[src/rtl/wash_phase_timer.sv]
`default_nettype none
// ============================================================================
// Module      : wash_phase_timer
// Description : Times each washing-machine phase (fill, wash, rinse, spin,
//               drain, dry) from a duration table selected by the cycle
//               configuration latched at start. Emits a single-cycle done
//               pulse per phase, supports pause/resume freezing, and flags
//               illegal multi-phase enables.
// Revision    : 1.0 - initial release
// ============================================================================
module wash_phase_timer #(
  parameter int TICK_DIV = 60,
  parameter int CNT_W    = 8
) (
  input  logic             clk,
  input  logic             reset,
  input  logic             start,
  input  logic             fill_active,
  input  logic             wash_active,
  input  logic             rinse_active,
  input  logic             spin_active,
  input  logic             drain_active,
  input  logic             dry_active,
  input  logic             pause,
  input  logic             resume,
  input  logic [1:0]       temp_select,
  input  logic [1:0]       cloth_type,
  input  logic [1:0]       cycle_duration,
  output logic             fill_done,
  output logic             wash_done,
  output logic             rinse_done,
  output logic             spin_done,
  output logic             drain_done,
  output logic             dry_done,
  output logic             paused,
  output logic [CNT_W-1:0] remaining,
  output logic             phase_err
);

  localparam int                PRE_W    = $clog2(TICK_DIV);
  localparam logic [PRE_W-1:0]  PRE_LAST = PRE_W'(TICK_DIV - 1);

  typedef enum logic [2:0] {
    S_IDLE   = 3'd0,
    S_RUN    = 3'd1,
    S_PAUSED = 3'd2,
    S_DONE   = 3'd3,
    S_ERR    = 3'd4
  } state_t;

  state_t           state;
  logic [PRE_W-1:0] prescale;
  logic [2:0]       phase;
  logic [5:0]       done_q;
  logic [1:0]       cfg_temp;
  logic [1:0]       cfg_cloth;
  logic [1:0]       cfg_cycle;

  logic [5:0]       enables;
  logic             any_en;
  logic             multi_en;
  logic             single_en;
  logic [2:0]       new_code;
  logic [CNT_W-1:0] new_dur;
  logic             load_req;
  logic             advance;
  logic             tick_wrap;

  // Bit position of each enable doubles as its 3-bit phase code.
  assign enables   = {dry_active, drain_active, spin_active,
                      rinse_active, wash_active, fill_active};
  assign any_en    = |enables;
  assign multi_en  = |(enables & (enables - 6'd1));
  assign single_en = any_en & ~multi_en;
  assign tick_wrap = (prescale == PRE_LAST);

  // Encode the single active enable into a phase code.
  always_comb begin
    new_code = 3'd0;
    case (enables)
      6'b000001: new_code = 3'd0;
      6'b000010: new_code = 3'd1;
      6'b000100: new_code = 3'd2;
      6'b001000: new_code = 3'd3;
      6'b010000: new_code = 3'd4;
      6'b100000: new_code = 3'd5;
      default:   new_code = 3'd0;
    endcase
  end

  // Look up the tick count of the requested phase from the latched config.
  always_comb begin
    new_dur = CNT_W'(2);
    case (new_code)
      3'd1: begin
        case (cfg_cycle)
          2'b01:   new_dur = CNT_W'(18);
          2'b10:   new_dur = CNT_W'(26);
          default: new_dur = CNT_W'(10);
        endcase
      end
      3'd2:    new_dur = (cfg_cloth == 2'b00) ? CNT_W'(6) : CNT_W'(4);
      3'd3:    new_dur = (cfg_cloth == 2'b00) ? CNT_W'(5) : CNT_W'(3);
      3'd5: begin
        case (cfg_temp)
          2'b01:   new_dur = CNT_W'(6);
          2'b10:   new_dur = CNT_W'(8);
          default: new_dur = CNT_W'(4);
        endcase
      end
      default: new_dur = CNT_W'(2);
    endcase
  end

  // A fresh single enable (from idle/error, or a different phase) reloads.
  always_comb begin
    load_req = 1'b0;
    if (single_en) begin
      case (state)
        S_IDLE, S_ERR:           load_req = 1'b1;
        S_RUN, S_PAUSED, S_DONE: load_req = (new_code != phase);
        default:                 load_req = 1'b0;
      endcase
    end
  end

  // Timer moves on in RUN unless this edge pauses it, and on the resuming edge.
  always_comb begin
    advance = 1'b0;
    if (single_en && !load_req) begin
      case (state)
        S_RUN:    advance = !(pause && !resume);
        S_PAUSED: advance = resume && !pause;
        default:  advance = 1'b0;
      endcase
    end
  end

  // Phase state machine, prescaler, countdown, config latch and pulses.
  always_ff @(posedge clk or posedge reset) begin
    if (reset) begin
      state     <= S_IDLE;
      prescale  <= '0;
      remaining <= '0;
      phase     <= 3'd0;
      done_q    <= '0;
      paused    <= 1'b0;
      phase_err <= 1'b0;
      cfg_temp  <= 2'b00;
      cfg_cloth <= 2'b00;
      cfg_cycle <= 2'b00;
    end else begin
      done_q <= '0;

      if (start && !any_en) begin
        cfg_temp  <= temp_select;
        cfg_cloth <= cloth_type;
        cfg_cycle <= cycle_duration;
      end

      if (multi_en) begin
        state     <= S_ERR;
        phase_err <= 1'b1;
        paused    <= 1'b0;
      end else if (load_req) begin
        state     <= S_RUN;
        phase     <= new_code;
        remaining <= new_dur;
        prescale  <= '0;
        paused    <= 1'b0;
        phase_err <= 1'b0;
      end else if (!any_en) begin
        // Dropping the enable mid-phase is an abort: clear without a pulse.
        if (state == S_RUN || state == S_PAUSED) begin
          remaining <= '0;
          prescale  <= '0;
        end
        state     <= S_IDLE;
        paused    <= 1'b0;
        phase_err <= 1'b0;
      end else begin
        if (state == S_RUN && pause && !resume) begin
          state  <= S_PAUSED;
          paused <= 1'b1;
        end
        if (state == S_PAUSED && resume && !pause) begin
          state  <= S_RUN;
          paused <= 1'b0;
        end
        if (advance) begin
          if (tick_wrap) begin
            prescale  <= '0;
            remaining <= remaining - CNT_W'(1);
            if (remaining == CNT_W'(1)) begin
              done_q <= 6'(1) << phase;
              state  <= S_DONE;
            end
          end else begin
            prescale <= prescale + PRE_W'(1);
          end
        end
      end
    end
  end

  assign fill_done  = done_q[0];
  assign wash_done  = done_q[1];
  assign rinse_done = done_q[2];
  assign spin_done  = done_q[3];
  assign drain_done = done_q[4];
  assign dry_done   = done_q[5];

endmodule
`default_nettype wire

[config.mk]
export PLATFORM = sky130hd
export DESIGN_NAME = wash_phase_timer
export DESIGN_NICKNAME = d
export VERILOG_FILES = /design/src/rtl/wash_phase_timer.sv
export SDC_FILE = /design/constraint.sdc
export NUM_CORES = 1
export LEC_CHECK = 0
export ABC_AREA = 1
export BUFFER_PORTS_ARGS = -buffer_cell sky130_fd_sc_hd__buf_2
export CAP_MARGIN = 25
export CORE_MARGIN = 2
export CORE_UTILIZATION = 40
export DETAILED_ROUTE_END_ITERATION = 12
export GPL_TIMING_DRIVEN = 0
export SYNTH_ARGS = -nofsm -noshare
export SYNTH_HDL_FRONTEND = slang
export SYNTH_SLANG_ARGS = --single-unit
[constraint.sdc]
create_clock -name clk -period 1.7 [get_ports clk]
set_clock_uncertainty 0.05 [all_clocks]
set_input_delay 0.255 -clock clk [delete_from_list [all_inputs] [get_ports clk]]
set_output_delay 0.255 -clock clk [all_outputs]
set_load 0.1 [all_outputs]
After elaboration in Yosys (flattened, before gate mapping)

Index checks and enable logic that the tools add are counted.
W data, S select, Z words.

Register bits: 34
Bits in latches: 0
Bits in writable memories: 0
Bits in read-only memories: 0
Bits of input ports: 17
Output and inout port bits: 16
Logic and storage cells: 107
Memories: 0

Add/subtract/negate cells: 3
$mul: 0
Div/mod/pow operators: 0
Order comparisons: 0
Equality and inequality tests: 24
Shifts and indexed selects: 1
Multiplexer cells: 42
Bitwise logic cells: 3
Reductions and logical operators: 24

Operators by type and width:

| kind                  | number |
|---|---|
| $mux W6               | 11 |
| $mux W8               | 5 |
| $pmux W8 S4           | 1 |
| $mux W3               | 9 |
| $pmux W3 S5           | 1 |
| $eq A3 B2 Y1 const B  | 4 |
| $eq A6 B6 Y1 const B  | 2 |
| $reduce_or A6 Y1      | 2 |
| $mux W1               | 10 |
| $pmux W5 S2           | 1 |
| $ne A3 B1 Y1 const B  | 3 |
| $eq A8 B1 Y1 const B  | 1 |
| $logic_and A1 B1 Y1   | 8 |
| $pmux W4 S2           | 1 |
| $sub A8 B1 Y8 const B | 1 |
| $add A6 B1 Y6 const B | 1 |
| $and A6 B6 Y6         | 1 |
| $eq A3 B1 Y1 const B  | 2 |
| $eq A3 B3 Y1 const B  | 2 |
| $eq A6 B2 Y1 const B  | 1 |
| $eq A6 B3 Y1 const B  | 1 |
| $eq A6 B4 Y1 const B  | 1 |
| $eq A6 B5 Y1 const B  | 1 |
| $shl A1 B3 Y6 const A | 1 |
| other kinds (19)      | 26 |

Longest topological paths before layout

Gate-level depths: netlist (run 1).

Word-level depth: 13
Depth in mapped cells: 16
Gate-level depth less buffers: 15

Least setup slack after synthesis (run 1)

Ideal clock, no wire load.

Kind: register to register
Start: register remaining[0]
End: register remaining[6]
Setup time: 0.123 ns
Arrival time: 1.908 ns
Required time: 1.527 ns
Path slack: -0.380 ns
Cell stages (with the launch flop): 10
Buffers on the path: 0
Period minus slack after synthesis: 2.080 ns
Cells stage by stage: dfrtp_1 > inv_1 > ha_1 > nand2_1 > nor2_1 > xor2_1 > nand2_1 > nor2_1 > nand3_1 > nand2_1

Longest elaborated chain between the ends: 5

Ends and longest elaborated chain:

| what                   | line | text |
|---|---|---|
| start, declared        | 36   | `output logic [CNT_W-1:0] remaining,` |
| start signal, assigned | 168  | `remaining <= new_dur;` |
| start signal, assigned | 193  | `remaining <= remaining - CNT_W'(1);` |
| $sub A8 B1 Y8          | 193  |  |
| $mux W8                | 191  | `if (tick_wrap) begin` |
| $mux W8                | 190  | `if (advance) begin` |
| $mux W8                | 172  | `end else if (!any_en) begin` |
| $mux W8                | 165  | `end else if (load_req) begin` |

Every way passes these cells. The select of a mux whose other input is x is not followed.
A chain may end at the register's enable or synchronous reset.

Worst setup path after layout (run 1)

Start: input port dry_active
End: register remaining[7]

Longest elaborated chain between the ends: 11
Elaborated cells on any way between the ends: 24
Classes of those cells: add/sub: 1; eq/ne: 8; mux: 6; bitwise: 3; reduce/logical: 6

Ends and longest elaborated chain:

| what                        | line | text |
|---|---|---|
| start, declared             | 23   | `input logic dry_active,` |
| $sub A6 B1 Y6               | 73   | `assign multi_en = \|(enables & (enables - 6'd1));` |
| $and A6 B6 Y6               | 73   |  |
| $reduce_or A6 Y1            | 73   |  |
| $not A1 Y1 (no line)        | -    |  |
| $and A1 B1 Y1               | 74   | `assign single_en = any_en & ~multi_en;` |
| $mux W1                     | 118  | `if (single_en) begin` |
| $logic_not A1 Y1            | 130  | `if (single_en && !load_req) begin` |
| $logic_and A1 B1 Y1         | 130  |  |
| $mux W1                     | 130  |  |
| $ne A3 B1 Y1 (no line)      | -    |  |
| $reduce_and A4 Y1 (no line) | -    |  |

Parallel ways exist; a longest one is shown, timed or not.

==> impl_metrics.env, run 1 <==
export IMPL_status="complete, but fails checks"
export IMPL_violations="negative setup slack"
export IMPL_ys_warn_count=0
export IMPL_place_congestion=0.852
export IMPL_numCtsBuffers=5
export IMPL_timing_final_crit_share=1.03
export IMPL_drc=0
export IMPL_wl_met3_um=189
export IMPL_final_nets=370
export IMPL_start_util=0.422
export IMPL_clock_sinks=34
export IMPL_syn_inst=280
export IMPL_die_h_um=77.9
export IMPL_p_per_area_nw_per_um2=917
export IMPL_hold_slack_ns=0.138
export IMPL_critPathRequiredTime_ns=1.84
export IMPL_critPathSlowestCell="a21oi_4"
export IMPL_clkSlewWorstSetupHoldPaths_ns=0.07
export IMPL_grt_pass1_vias=1918
export IMPL_final_setup_worst_slack_ns=-0.0595
export IMPL_die_w_um=77.9
export IMPL_grt_max_degree=22
export IMPL_max_cap_viol_count=0
export IMPL_hold_class="in -> reg"
export IMPL_worst_pin_slew_ns=0.630
export IMPL_antenna_found_initial=0
export IMPL_wl_um=5350
export IMPL_reg2reg_slack_ns=-0.03
export IMPL_finalHoldViolations=0
export IMPL_layout_drive_gt1_share=0.446
export IMPL_ir_drop_uv=486
export IMPL_via_per_inst=4.84
export IMPL_slew_viol_final=0
export IMPL_wl_met1_um=2570
export IMPL_grt_overflow=0
export IMPL_final_cell_mix="nand2_1, buf_2, dfrtp_1, buf_4, nor2_1"
export IMPL_avgSynthCellArea_um2=7.79
export IMPL_num_rows=26
export IMPL_yosys_area_top_type="dfrtp_1"
export IMPL_p_clk_frac=0.268
export IMPL_p_seq_frac=0.364
export IMPL_routedWlPerCell_um=12.7
export IMPL_finalInstanceArea_um2=3070
export IMPL_period_minus_slack_ns=1.76
export IMPL_antenna_left=0
export IMPL_endpoint_kind="register"
export IMPL_min_from="cloth_type[1]"
export IMPL_clockBufferDepth=2
export IMPL_reg2reg_depth=12
export IMPL_finalSetupViolations=8
export IMPL_r2r_end="remaining[7]"
export IMPL_slew_headroom=0.580
export IMPL_netlist_area_um2=2180
export IMPL_r2r_start="phase[1]"
export IMPL_syn_nets=301
export IMPL_finalPower_mw=2.81
export IMPL_seq_area_frac_synth=0.390
export IMPL_firstDrtPassIters=4
export IMPL_combPwrFrac=0.368
export IMPL_area_growth_pct=40.6
export IMPL_leakage_nw=1.53
export IMPL_fmaxAchievable_ghz=0.568
export IMPL_placed_area_um2=2470
export IMPL_max_stage_delay_ns=0.24
export IMPL_startpoint_type="primary input"
export IMPL_dr_max_layer_used="met4"
export IMPL_crit_chain="buf_4, nor2_4, inv_4, nor2_4, nand2_4, nand2_1, nand2_1, nor2_2, nand2_2, nand2_4, nand2_4, a21oi_4, o21ai_4, buf_12, nand3_1, nand2_1"
export IMPL_rsz0062_at_grt="true"
export IMPL_pin_count=33
export IMPL_switching_share=0.402
export IMPL_cts_max_level=2
export IMPL_p_int_mw=1.68
export IMPL_yosysUniqueCellTypes=32
export IMPL_ys_seq_elements=34
export IMPL_power_switching_mw=1.13
export IMPL_min_to="cfg_cloth[1]"
export IMPL_vias=2033
export IMPL_grt_pass1_wl_um=8700
export IMPL_cts_root_buf="clkbuf_8"
export IMPL_dp_cells=383
export IMPL_path_max_fanout=8
export IMPL_worstPathArrival_ns=1.90
export IMPL_diodes=0
export IMPL_drtIter0Drc=82
export IMPL_dr_wl_met2_um=2530
export IMPL_dp_slack_ns=-0.371
export IMPL_finalNonFillerCells=420
export IMPL_hpwl_um=3660
export IMPL_netlist_area_leader_share=0.390
export IMPL_cts_tree="yes"
export IMPL_fp_dieArea_um2=6060
export IMPL_final_common_cell="nand2_1"
export IMPL_hold_depth=2
export IMPL_core_um2=5170
export IMPL_clk_latency_ns=0.29
export IMPL_io_buffers=32
export IMPL_grt_usage=0.181
export IMPL_critical_path_class="in -> reg"
export IMPL_synth_area_leaders="dfrtp_1, nand2_1, nand3_1, nor2_1, inv_1"
## per-layer routing
metal / vias to the layer above / global-route usage
met1: 947 / 0.236
met5: - / 0
li1: 1049 / -
met3: 6 / 0.0384
met2: 31 / 0.297
met4: 0 / 0.0589
## worst max-delay path: cells and delay by family
family / cells / cell delay [ns]
AND/OR/NAND/NOR: 11 / 0.96
buffers and inverters: 3 / 0.34
AO/OA/AOI/OAI: 2 / 0.34
## power groups by stage
stage          logic, mW  registers (mW)  clock network (mW)
6_report            1.03            1.02               0.754
5_1_grt             1.14            1.04               0.818
4_1_cts            0.922            1.01               0.780
3_5_place_dp       0.888            1.03                   0
3_3_place_gp       0.872            1.02                   0
2_1_floorplan      0.470            1.27                   0
## logic make-up after synthesis
family,share of synthesized area
flops,0.390
xor+xnor,0.0321
mux,0.0206
compound gates,0.0826
buf+inv,0.0671
simple gates,0.385
fa+ha+maj,0.0229
## Yosys cell counts (all sizes together)
cell type,number
nand2,77
nor2,39
inv,35
nand3,35
dfrtp,34
o21ai,16
nor3,7
xor2,7
a21oi,6
nand4,5
ha,4
mux2,4
nor4,3
o31ai,2
a21boi,1
buf,1
clkbuf,1
o21bai,1
o22ai,1
xnor2,1
## through the flow
| step | util | TNS [ns] |
|---|---|---|
| after global placement | 0.473 | -6.94 |
| after global routing | 0.593 | -2.13 |
| after floorplan | - | 0 |
| after CTS | 0.528 | -0.00114 |
| final | 0.593 | -0.372 |
| after detailed placement | 0.478 | -6.96 |
## worst max path at each step
| stage | startpoint | to | slack, ns | cells after the start |
|---|---|---|---|---|
| after global placement | spin_active | remaining[3] | -0.38 | 11 |
| final | dry_active | remaining[7] | -0.06 | 16 |
| after detailed placement | spin_active | remaining[3] | -0.37 | 11 |
| after CTS | drain_active | remaining[3] | -0.001 | 14 |
| after global routing | dry_active | remaining[2] | -0.16 | 16 |
| after floorplan | remaining[3] | remaining[7] | 0.001 | 8 |
## final cells by class
type	count	area, um^2
inverters	35	136
repair buffers	62	439
clock buffers	5	68.8
clock inverters	3	45.0
well taps	70	87.6
flip-flops and latches	34	868
fillers	442	2100
plain buffers	2	15.0
multi-input cells	209	1410
## state kept, by name (all words and copies together) (netlist names)
| signal | count |
|---|---|
| remaining | 8 |
| done_q | 6 |
| prescale | 6 |
| phase | 3 |
| state | 3 |
| cfg_cloth | 2 |
| cfg_cycle | 2 |
| cfg_temp | 2 |
| paused | 1 |
| phase_err | 1 |
## timing repair
item                                   4_1_cts  5_1_grt
buffers inserted                             9       19
setup endpoints to repair                   21       24
hold buffers                                 1        0
resized for setup                           12       47
pin swaps                                    6       24
endpoints found under the hold margin        5        0
No activity file was read; power rests on OpenSTA's default activity.
==> run 2: changes to the inputs <==
clock period = 2.1 ns   (was 1.7 ns; I/O delays follow)
==> impl_metrics.env, run 2 (synthesis gave the netlist of run 1 again) <==
export IMPL_worst_pin_slew_ns=0.586
export IMPL_grt_max_degree=23
export IMPL_startpoint_type="register"
export IMPL_clock_sinks=34
export IMPL_hold_slack_ns=0.0327
export IMPL_start_util=0.422
export IMPL_hpwl_um=3610
export IMPL_fp_dieArea_um2=6060
export IMPL_rsz0062_at_grt="false"
export IMPL_leakage_nw=1.37
export IMPL_dp_cells=383
export IMPL_largest_register_ffs=8
export IMPL_cts_tree="yes"
export IMPL_cts_root_buf="clkbuf_8"
export IMPL_ir_drop_uv=470
export IMPL_top_register="remaining"
export IMPL_firstDrtPassIters=4
export IMPL_wl_um=4520
export IMPL_pin_count=33
export IMPL_critPathSlowestCell="dfrtp_1"
export IMPL_grt_overflow=0
export IMPL_hold_class="in -> async"
export IMPL_finalHoldViolations=0
export IMPL_max_cap_viol_count=0
export IMPL_reg2reg_depth=7
export IMPL_endpoint_kind="register"
export IMPL_diodes=0
export IMPL_drtIter0Drc=86
export IMPL_slew_headroom=0.609
export IMPL_crit_chain="nor3_1, o21ai_0, nand2_1, nand4_4, o21ai_4, nand3_1, nand2_1"
export IMPL_final_common_cell="nand2_1"
export IMPL_clockBufferDepth=2
export IMPL_ctsResizeCount=0
export IMPL_drc=0
export IMPL_postCtsSetupRepairBufs=0
export IMPL_dp_slack_ns=-0.0354
export IMPL_io_buffers=32
export IMPL_critPathRequiredTime_ns=2.27
export IMPL_worstPathArrival_ns=2.03
export IMPL_fmaxAchievable_ghz=0.537
export IMPL_gr_max_usage_layer="met2"
export IMPL_antenna_found_initial=0
export IMPL_crit_top_cell="nand2_1"
export IMPL_finalNonFillerCells=391
export IMPL_final_util=0.496
export IMPL_antenna_left=0
export IMPL_status="finished clean"
export IMPL_final_nets=341
export IMPL_placed_area_um2=2460
export IMPL_grt_usage=0.164
export IMPL_layout_drive_gt1_share=0.240
export IMPL_cts_max_level=2
export IMPL_critical_path_class="reg -> reg"
export IMPL_reg_top3="remaining: 8 flops, done_q: 6 flops, prescale: 6 flops"
export IMPL_finalInstanceArea_um2=2570
export IMPL_grt_pass1_vias=1716
export IMPL_clk_latency_ns=0.28
export IMPL_area_growth_pct=17.7
export IMPL_vias=1872
export IMPL_routedWlPerCell_um=11.6
export IMPL_use_met1=0.218
export IMPL_place_congestion=0.809
export IMPL_clkSlewWorstSetupHoldPaths_ns=0.07
export IMPL_p_per_area_nw_per_um2=812
export IMPL_max_stage_delay_ns=0.39
export IMPL_timing_final_crit_share=0.886
export IMPL_use_met3=0.0349
export IMPL_use_met2=0.265
export IMPL_cts_hold_repair_buffers=0
export IMPL_period_minus_slack_ns=1.86
export IMPL_slew_viol_final=0
export IMPL_grt_pass1_wl_um=7930
export IMPL_num_fill_cells=522
export IMPL_numCtsBuffers=5
export IMPL_path_max_fanout=8
export IMPL_die_w_um=77.9
export IMPL_num_rows=26
export IMPL_via_per_inst=4.79
export IMPL_final_cell_mix="nand2_1, dfrtp_1, nor2_1, buf_2, nand3_1"
export IMPL_finalSetupViolations=0
export IMPL_core_um2=5170
export IMPL_die_h_um=77.9
export IMPL_final_setup_worst_slack_ns=0.239
run 2: final timing paths:
| kind | from | end | slack [ns] |
|---|---|---|---|
| max | state[1] | remaining[3] | 0.24 |
| min | reset | prescale[5] | 0.03 |
| max reg2reg | state[1] | remaining[3] | 0.24 |
| min reg2reg | phase_err | phase_err | 0.44 |
| max in group asynchronous | reset | phase_err | 1.46 |
| min in group clk | cloth_type[1] | cfg_cloth[1] | 0.21 |
run 2: critical path, delay by kind of cell, from the launching register on:
family | cells | cell delay [ns]
flops | 1 | 0.39
compound gates | 2 | 0.46
simple gates | 5 | 0.90
run 2: through the flow:
stage	TNS [ns]	total power, mW
after floorplan	0	1.40
after global placement	-0.0527	1.52
after detailed placement	-0.102	1.54
after CTS	0	2.11
after global routing	0	2.24
final	0	2.08
run 2: area by class of cell:
type                            instances  area, um^2  share of cell area
Multi-Input combinational cell        209        1180               0.462
Timing Repair Buffer                   33         188              0.0731
Tap cell                               70        87.6              0.0341
Clock buffer                            8         110              0.0429
Sequential cell                        34         851               0.331
Inverter                               35         131              0.0512
Buffer                                  2        15.0             0.00585
run 2: metal layers:
| metal | vias to the layer above | wire length [um] |
|---|---|---|
| li1 | 995 | - |
| met1 | 843 | 2210 |
| met2 | 28 | 2110 |
| met3 | 6 | 148 |
| met4 | 0 | 54 |
| met5 | - | 0 |
run 2: where the power goes:
group          switching [mW]  internal, mW  total, mW
registers              0.0738         0.730      0.804
clock network           0.229         0.331      0.560
logic                   0.502         0.217      0.720
==> run 3: changes to the inputs <==
BUFFER_PORTS_ARGS = -buffer_cell sky130_fd_sc_hd__clkbuf_2   (was -buffer_cell sky130_fd_sc_hd__buf_2)
MAX_ROUTING_LAYER = met4   (was unset)
==> impl_metrics.env, run 3 (synthesis gave the netlist of run 1 again) <==
export IMPL_die_w_um=77.9
export IMPL_leakage_nw=1.37
export IMPL_timing_final_crit_share=0.873
export IMPL_postCtsSetupRepairBufs=0
export IMPL_grt_pass1_wl_um=7960
export IMPL_ctsResizeCount=0
export IMPL_num_fill_cells=521
export IMPL_max_cap_viol_count=0
export IMPL_endpoint_kind="register"
export IMPL_dp_cells=383
export IMPL_r2r_end="remaining[3]"
export IMPL_final_cell_mix="nand2_1, dfrtp_1, nor2_1, clkbuf_2, nand3_1"
export IMPL_antenna_found_initial=0
export IMPL_antenna_left=0
export IMPL_path_max_fanout=8
export IMPL_period_minus_slack_ns=1.83
export IMPL_worstPathArrival_ns=1.97
export IMPL_final_common_cell="nand2_1"
export IMPL_place_congestion=0.820
export IMPL_drtIter0Drc=119
export IMPL_hpwl_um=3680
export IMPL_r2r_start="state[1]"
export IMPL_finalSetupViolations=0
export IMPL_slew_viol_final=0
export IMPL_p_per_area_nw_per_um2=814
export IMPL_io_buffers=32
export IMPL_largest_register_ffs=8
export IMPL_final_setup_worst_slack_ns=0.266
export IMPL_via_per_inst=4.81
export IMPL_hold_class="in -> async"
export IMPL_clk_latency_ns=0.29
export IMPL_switching_share=0.389
export IMPL_rsz0062_at_grt="false"
export IMPL_start_util=0.422
export IMPL_fmaxAchievable_ghz=0.545
export IMPL_p_clk_frac=0.272
export IMPL_firstDrtPassIters=4
export IMPL_fp_dieArea_um2=6060
export IMPL_ir_drop_uv=412
export IMPL_drc=0
export IMPL_clkSlewWorstSetupHoldPaths_ns=0.07
export IMPL_combPwrFrac=0.343
export IMPL_grt_overflow=0
export IMPL_grt_pass1_vias=1716
export IMPL_power_switching_mw=0.814
export IMPL_worst_pin_slew_ns=0.620
export IMPL_area_growth_pct=17.7
export IMPL_clockBufferDepth=2
export IMPL_clock_sinks=34
export IMPL_reg2reg_depth=8
export IMPL_finalNonFillerCells=391
export IMPL_layout_drive_gt1_share=0.240
export IMPL_grt_max_degree=22
export IMPL_cts_root_buf="clkbuf_8"
export IMPL_p_int_mw=1.28
export IMPL_cts_tree="yes"
export IMPL_dp_slack_ns=-0.0297
export IMPL_reg2reg_slack_ns=0.27
export IMPL_vias=1879
export IMPL_cts_hold_repair_buffers=0
export IMPL_grt_usage=0.168
export IMPL_wl_um=4590
export IMPL_numCtsBuffers=5
export IMPL_startpoint_type="register"
export IMPL_critical_path_class="reg -> reg"
export IMPL_final_nets=341
export IMPL_critPathRequiredTime_ns=2.23
export IMPL_routedWlPerCell_um=11.7
export IMPL_num_rows=26
export IMPL_reg_top3="remaining: 8 flops, done_q: 6 flops, prescale: 6 flops"
export IMPL_diodes=0
export IMPL_p_seq_frac=0.385
export IMPL_core_um2=5170
export IMPL_die_h_um=77.9
export IMPL_cts_max_level=2
export IMPL_pin_count=33
export IMPL_status="finished clean"
export IMPL_top_register="remaining"
export IMPL_slew_headroom=0.586
export IMPL_finalHoldViolations=0
[run 3: cell types whose count changed in the layout (fill, tap and decap cells not counted)]
cell      previous run  this run
clkbuf_2             0        32
buf_2               32         0
[run 3: stage by stage]
| step | setup TNS [ns] | utilization | power [mW] | hold slack (ns) | cell area (um^2) |
|---|---|---|---|---|---|
| 2_1_floorplan | 0 | - | 1.40 | 0.407 | 2180 |
| 5_1_grt | 0 | 0.496 | 2.22 | 0.0751 | 2570 |
| 4_1_cts | 0 | 0.496 | 2.12 | 0.0441 | 2570 |
| 3_5_place_dp | -0.0571 | 0.475 | 1.53 | 0.360 | 2460 |
| 6_report | 0 | 0.496 | 2.09 | 0.0234 | 2570 |
| 3_3_place_gp | -0.00844 | 0.470 | 1.52 | 0.433 | 2430 |
[run 3: critical path, stage by stage, from the launching register on]
cell and delay [ns]:
dfrtp_1 0.39, nor3_1 0.32, o21ai_0 0.15, nand2_1 0.14
nand4_4 0.20, nand3_4 0.14, nand3_2 0.17, nand2_1 0.10
nand2_1 0.05
[run 3: metal layers]
layer / track usage / up-vias / part of all wire
met5: - / - / 0
met4: 0.0482 / 0 / 0.011
met3: 0.0349 / 8 / 0.032
met2: 0.269 / 31 / 0.47
met1: 0.215 / 849 / 0.48
li1: - / 991 / -
[run 3: power groups by stage]
stage	Clock (mW)	Sequential (mW)	Combinational, mW
4_1_cts	0.588	0.805	0.723
3_3_place_gp	0	0.817	0.702
3_5_place_dp	0	0.816	0.718
5_1_grt	0.615	0.819	0.789
2_1_floorplan	0	1.02	0.381
6_report	0.569	0.804	0.718
[run 3: worst max-delay path by stage]
stage	start	end	slack, ns	cells after the start
2_1_floorplan	remaining[0]	remaining[6]	0.02	9
5_1_grt	state[2]	remaining[2]	0.07	8
4_1_cts	state[1]	remaining[1]	0.25	8
3_3_place_gp	spin_active	remaining[3]	-0.008	11
3_5_place_dp	spin_active	remaining[3]	-0.03	15
6_report	state[1]	remaining[3]	0.27	8
[run 3: final cells by class]
type / count / area, um^2 / share of cell area
Multi-Input combinational cell: 209 / 1180 / 0.462
Tap cell: 70 / 87.6 / 0.0341
Buffer: 2 / 15.0 / 0.00585
Inverter: 35 / 131 / 0.0512
Sequential cell: 34 / 851 / 0.331
Clock buffer: 8 / 110 / 0.0429
Timing Repair Buffer: 33 / 188 / 0.0731
